$ cat src/rtl/blink_pkg.sv
// Shared types and constants for the LED blink controller.
// State encoding, register map and CTRL bit positions.
package blink_pkg;

  typedef enum logic [1:0] {
    ST_IDLE = 2'd0,
    ST_ON   = 2'd1,
    ST_OFF  = 2'd2
  } state_e;

  localparam logic [1:0] A_CTRL   = 2'd0;
  localparam logic [1:0] A_ON_MS  = 2'd1;
  localparam logic [1:0] A_OFF_MS = 2'd2;
  localparam logic [1:0] A_COUNT  = 2'd3;

  localparam int CTRL_START = 0;
  localparam int CTRL_STOP  = 1;
  localparam int CTRL_CLR   = 2;

  localparam int RST_MS = 500;

endpackage

$ cat src/rtl/blink_ctrl.sv
// Register-programmed LED blinker driving an external ms timer.
// Define BLINK_CTRL_IRQ_EN to add the done_irq output.
module blink_ctrl
  import blink_pkg::*;
#(
  parameter int MS_W  = 16,
  parameter int CNT_W = 8
) (
  input  logic            clk,
  input  logic            rst,
  input  logic            wr_en,
  input  logic [1:0]      wr_addr,
  input  logic [MS_W-1:0] wr_data,
  input  logic [1:0]      rd_addr,
  output logic [MS_W-1:0] rd_data,
  input  logic [MS_W-1:0] tmr_ms,
  output logic            tmr_en,
  output logic            tmr_clr,
  output logic            led,
  output logic            busy
`ifdef BLINK_CTRL_IRQ_EN
  ,
  output logic            done_irq
`endif
);

  state_e state_q, state_d;

  logic [MS_W-1:0]  on_ms_q, off_ms_q;
  logic [CNT_W-1:0] count_q;

  logic [MS_W-1:0]  on_sh_q, on_sh_d;
  logic [MS_W-1:0]  off_sh_q, off_sh_d;
  logic [MS_W-1:0]  on_eff, off_eff;
  logic [CNT_W-1:0] rem_q, rem_d;

  logic clr_q, clr_d;
  logic settle_q;
  logic done_q, done_d;
  logic done_evt;

  logic ctrl_wr, start, stop, clr_done;
  logic tmr_ok;

  assign ctrl_wr  = wr_en && (wr_addr == A_CTRL);
  assign start    = ctrl_wr && wr_data[CTRL_START];
  assign stop     = ctrl_wr && wr_data[CTRL_STOP];
  assign clr_done = ctrl_wr && wr_data[CTRL_CLR];

  // timer value is stale while clearing and one cycle after
  assign tmr_ok = !clr_q && !settle_q;

  assign on_eff  = (on_sh_q == '0) ? MS_W'(1) : on_sh_q;
  assign off_eff = (off_sh_q == '0) ? MS_W'(1) : off_sh_q;

  assign tmr_clr = clr_q;

  always_ff @(posedge clk or negedge rst) begin
    if (!rst) begin
      on_ms_q  <= MS_W'(RST_MS);
      off_ms_q <= MS_W'(RST_MS);
      count_q  <= '0;
    end else if (wr_en) begin
      unique case (wr_addr)
        A_ON_MS:  on_ms_q  <= wr_data;
        A_OFF_MS: off_ms_q <= wr_data;
        A_COUNT:  count_q  <= wr_data[CNT_W-1:0];
        default:  ;
      endcase
    end
  end

  always_ff @(posedge clk or negedge rst) begin
    if (!rst) begin
      state_q  <= ST_IDLE;
      rem_q    <= '0;
      on_sh_q  <= '0;
      off_sh_q <= '0;
      clr_q    <= 1'b0;
      settle_q <= 1'b0;
      done_q   <= 1'b0;
    end else begin
      state_q  <= state_d;
      rem_q    <= rem_d;
      on_sh_q  <= on_sh_d;
      off_sh_q <= off_sh_d;
      clr_q    <= clr_d;
      settle_q <= clr_q;
      done_q   <= done_d;
    end
  end

  always_comb begin
    state_d  = state_q;
    rem_d    = rem_q;
    on_sh_d  = on_sh_q;
    off_sh_d = off_sh_q;
    clr_d    = 1'b0;
    done_d   = done_q;
    done_evt = 1'b0;
    if (clr_done) begin
      done_d = 1'b0;
    end
    if (stop) begin
      state_d = ST_IDLE;
    end else if (start) begin
      on_sh_d  = on_ms_q;
      off_sh_d = off_ms_q;
      rem_d    = count_q;
      clr_d    = 1'b1;
      done_d   = 1'b0;
      state_d  = ST_ON;
    end else begin
      unique case (state_q)
        ST_ON: begin
          if (tmr_ok && (tmr_ms >= on_eff)) begin
            clr_d   = 1'b1;
            state_d = ST_OFF;
          end
        end
        ST_OFF: begin
          if (tmr_ok && (tmr_ms >= off_eff)) begin
            if (rem_q == CNT_W'(1)) begin
              state_d  = ST_IDLE;
              done_d   = 1'b1;
              done_evt = 1'b1;
            end else begin
              // zero means endless blinking
              if (rem_q != '0) begin
                rem_d = rem_q - CNT_W'(1);
              end
              on_sh_d  = on_ms_q;
              off_sh_d = off_ms_q;
              clr_d    = 1'b1;
              state_d  = ST_ON;
            end
          end
        end
        default: ;
      endcase
    end
  end

  always_comb begin
    led    = 1'b0;
    tmr_en = 1'b0;
    busy   = 1'b0;
    unique case (state_q)
      ST_ON: begin
        led    = 1'b1;
        tmr_en = 1'b1;
        busy   = 1'b1;
      end
      ST_OFF: begin
        tmr_en = 1'b1;
        busy   = 1'b1;
      end
      default: ;
    endcase
  end

  always_comb begin
    rd_data = '0;
    unique case (rd_addr)
      A_CTRL:   rd_data = MS_W'({done_q, busy, state_q});
      A_ON_MS:  rd_data = on_ms_q;
      A_OFF_MS: rd_data = off_ms_q;
      A_COUNT:  rd_data = MS_W'(count_q);
      default:  ;
    endcase
  end

`ifdef BLINK_CTRL_IRQ_EN
  logic irq_q;

  always_ff @(posedge clk or negedge rst) begin
    if (!rst) begin
      irq_q <= 1'b0;
    end else begin
      irq_q <= done_evt;
    end
  end

  assign done_irq = irq_q;
`else
  logic unused_evt;
  assign unused_evt = done_evt;
`endif

endmodule

$ cat config.mk
export PLATFORM = sky130hd
export DESIGN_NAME = blink_ctrl
export DESIGN_NICKNAME = d
export VERILOG_FILES = /design/src/rtl/blink_pkg.sv /design/src/rtl/blink_ctrl.sv
export SDC_FILE = /design/constraint.sdc
export NUM_CORES = 1
export LEC_CHECK = 0
export BUFFER_PORTS_ARGS = -buffer_cell sky130_fd_sc_hd__buf_2
export CAP_MARGIN = 20
export CORE_AREA = 2 2 133 103
export DETAILED_ROUTE_END_ITERATION = 12
export DIE_AREA = 0 0 135 105
export HOLD_SLACK_MARGIN = 0.1
export SYNTH_ARGS = -nofsm -noshare
export SYNTH_HDL_FRONTEND = slang
export SYNTH_SLANG_ARGS = --single-unit
$ cat constraint.sdc
create_clock -name clk -period 3.5 [get_ports clk]
set_clock_uncertainty 0.15 [all_clocks]
set_input_delay 0.35 -clock clk [delete_from_list [all_inputs] [get_ports clk]]
set_output_delay 0.35 -clock clk [all_outputs]
set_load 0.1 [all_outputs]
==> results.md <==
* ANT nets after route at 0
* Endpoint of the worst hold path: off_ms_q[9]
* Tightest slew margin relative to the limit at 29.2%
* Hold_sp: wr_data[9]
* Data required, critical path at 3.57 ns
* Total wirelength of the detailed-routed design at 12.1 mm
* Power density cells at 914 nW/um^2
* Async SR Flop Fraction at 100%
* Synthesized-area fraction occupied by adder cells at 9.36%
* Kind of critical path: register to register
* Avg Cell Area, Syn at 12.0 um^2
* DPL Wire Length at 9.34 mm
* Count of input and output buffers at 58
* Worst reg2reg endpoint: off_sh_q[12]
* Post-cts sizing count at 0
* Final hold viol count at 0
* Top Family by Delay on Critical Path: simple AND/OR/NAND/NOR gates
* Leakage Power at 2.73 nW
* Number of global-route vias before repair at 3,452
* Xor/xnor cell area share of the yosys netlist at 0%
* Compound-cell area share of the yosys netlist at 11.4%
* Area Overhead vs Synth at 17.5%
* Post-detailed-route via-to-cell ratio at 5.35
* Multiplexer fraction of the synthesized cell area at 22.0%
* Maximum count of clock buffers along a single path at 2
* Cell area after technology mapping at 4810 um^2
* Slew Limit Fails at 0
* Maximum ir drop on the vdd rail at 1.01 mV
* Min cycle time layout at 3.21 ns
* Area of the die at 14,200 um^2
* # DRC at 0
* Initial core utilization at 37.6%
* Post-synthesis register bit count at 85
* Crit path capture type: register
* Commonest cells after routing, fill and taps aside: 73 x sky130_fd_sc_hd__dfrtp_1, 57 x sky130_fd_sc_hd__buf_2, 49 x sky130_fd_sc_hd__mux2_2
* Count of flip-flops with a built-in enable after synthesis at 0
* Clock tree from TritonCTS: done
* Main synth FF type: sky130_fd_sc_hd__dfrtp_1
* Kind of start point of the critical path: register
* Largest net degree at the start of global routing at 86
* First drt pass iteration count at 4
* Core Region at 12,800 um^2
* Max FO, Critical Path at 25
* Via count of the routed design at 3,447
* GRT Overall Usage at 17.9%
* Yosys synthesis warning count at 0
* Num Clock Sinks at 85
* Fraction of final layout cells with drive strength greater than 1 at 37.4%
* Delay of the slowest cell on the worst path at 0.49 ns
* DRT iter0 DRCs at 212
* Peak clock frequency supported by timing at 311 MHz
* Drt wl/cell at 18.7 um
* Data arrival time of the worst path at 3.28 ns
* Antenna cells at 0
* Simple logic cell fraction of the synthesized area at 8.43%
* Overflow left after global routing at 0
* Max-cap violations at 0
* Final-stage net count at 543
* Root buffer cell: sky130_fd_sc_hd__clkbuf_16
* Final critical-path share of the clock period at 91.8%
* Die extent in x at 135 um
* Cell count after synthesis at 402
* Worst reg2reg path depth at 10
* Last weighted congestion value of the routability-driven placer at 0.917
* Seq/Total Area, Yosys at 44.5%
* Dominant combinational cell family by area after synthesis: multiplexers
* Path type of the worst min-delay path: input port to register
* Min setup slack post-route at 0.286 ns
* Commonest non-fill, non-tap cell in the layout: sky130_fd_sc_hd__dfrtp_1
* Total number of H-tree levels at 3
* R2R Path Start: off_sh_q[4]
* Worst hold path stage count at 2
* Register-to-register setup slack at 0.29 ns
* Final Setup Violations at 0
* Inserted Clock Buffers at 9
* Vertical die dimension at 105 um
* I/O pin count at 59
* Post-CTS clock slew at the launch and capture registers of the worst setup and hold paths at 0.07 ns
* # fillers at 1,228
* Least-Margin Pin Slew at 1.06 ns
* Wire length of the first global-routing pass at 19.4 mm
* Post-Syn Nets at 477
* Placement-stage worst setup slack at 0.291 ns
* Clock latency at the later pin of the worst-skew pair at 0.34 ns
* Run status: complete, no violations
* CP Cell Sequence: nor4_1 -> a41o_1 -> ha_1 -> nand2b_1 -> a2111oi_0 -> or4_4 -> nand3_2 -> nand2_4 -> buf_12 -> mux2_4
* Buffers and inverters on the worst path at 1
* Setup total negative slack at 0 ns
* Number of antenna violations at the first check in global routing at 0
* Unrepaired setup endpoints after global routing: false
* Row count at 36
* Worst-path cell with the longest stage delay: sky130_fd_sc_hd__a2111oi_0
* Count of unique library cells instantiated by Yosys at 51
cells in the mapped netlist, drive strengths merged, types with 4 or more instances:
cell type	n	area share [%]
nor3	9	0.94
dfrtp	73	38
nand2	16	1.4
nor4	6	0.78
a31oi	6	0.78
a21o	6	0.94
ha	36	9.4
dfstp	12	6.6
mux2	76	20
o311ai	4	0.73
inv	36	2.8
nor2	14	1.1
clkbuf	8	0.62
o21ai	9	0.94
buf	4	0.86
a22o	12	2.2
a21oi	17	1.8
nand3	7	0.83
mux4	4	1.9
through the flow:
stage | cell area, um^2 | hold slack, ns | instances | util (%) | total power, W
after global placement | 5300 | 0.224 | 624 | 41.4 | 0.00413
after detailed placement | 5300 | 0.237 | 624 | 41.4 | 0.00420
after CTS | 5620 | 0.100 | 643 | 44.0 | 0.00518
after global routing | 5650 | 0.104 | 644 | 44.2 | 0.00550
final | 5650 | 0.108 | 644 | 44.2 | 0.00517
after floorplan | 4810 | -0.0956 | 402 | - | 0.00361
how the worst max path moves through the flow:
stage,startpoint,end,slack (ns),cells after the start
2_1_floorplan,off_sh_q[8],off_sh_q[0],0.77,10
3_3_place_gp,off_sh_q[4],off_sh_q[4],0.40,10
3_5_place_dp,off_sh_q[1],off_sh_q[12],0.29,10
4_1_cts,off_sh_q[8],off_sh_q[12],0.27,10
5_1_grt,off_sh_q[4],off_sh_q[12],0.10,10
6_report,off_sh_q[4],off_sh_q[12],0.29,10
cell type report:
type,count,area [um^2],share of cell area (%)
clock inverters,5,65.1,1.15
well taps,171,214,3.79
multi-input cells,269,2460,43.6
clock buffers,11,233,4.12
flip-flops and latches,85,2140,37.9
inverters,36,135,2.39
repair buffers,67,400,7.08
timing repair:
item	in CTS	in global routing
endpoints found under the hold margin	47	0
buffers inserted	0	0
hold buffers	3	0
report_power, final:
part           internal, W  leakage (nW)  switching [W]
Clock             0.000563         0.145       0.000400
Sequential         0.00136          1.01       0.000366
Combinational      0.00105          1.58        0.00143
Total              0.00297          2.73        0.00220
registers in the layout, indices dropped and copies added (netlist names):
register / count
on_ms_q: 16
state_q: 2
done_q: 1
tmr_clr: 1
off_ms_q: 16
settle_q: 1
rem_q: 8
count_q: 8
off_sh_q: 16
on_sh_q: 16
routing by layer:
metal | vias to the layer above | global-route usage (%) | routed length, um
li1 | 1634 | - | -
met1 | 1714 | 26.8 | 5980
met2 | 89 | 26.1 | 5180
met3 | 10 | 4.51 | 784
met4 | 0 | 4.02 | 127
met5 | - | 0 | 0
worst register-to-register path, cell delays in order, from the launching register on:
cell and delay [ns]:
sky130_fd_sc_hd__dfrtp_1 0.41, sky130_fd_sc_hd__nor4_1 0.29, sky130_fd_sc_hd__a41o_1 0.23, sky130_fd_sc_hd__ha_1 0.22, sky130_fd_sc_hd__nand2b_1 0.13, sky130_fd_sc_hd__a2111oi_0 0.49, sky130_fd_sc_hd__or4_4 0.25, sky130_fd_sc_hd__nand3_2 0.14
sky130_fd_sc_hd__nand2_4 0.21, sky130_fd_sc_hd__buf_12 0.25, sky130_fd_sc_hd__mux2_4 0.33
cells by family after synthesis:
logic type      count (synthesis)
compound gates                 77
mux                            81
flops                          85
simple gates                   75
buf+inv                        48
fa+ha+maj                      36
No activity file was read; power rests on OpenSTA's default activity.
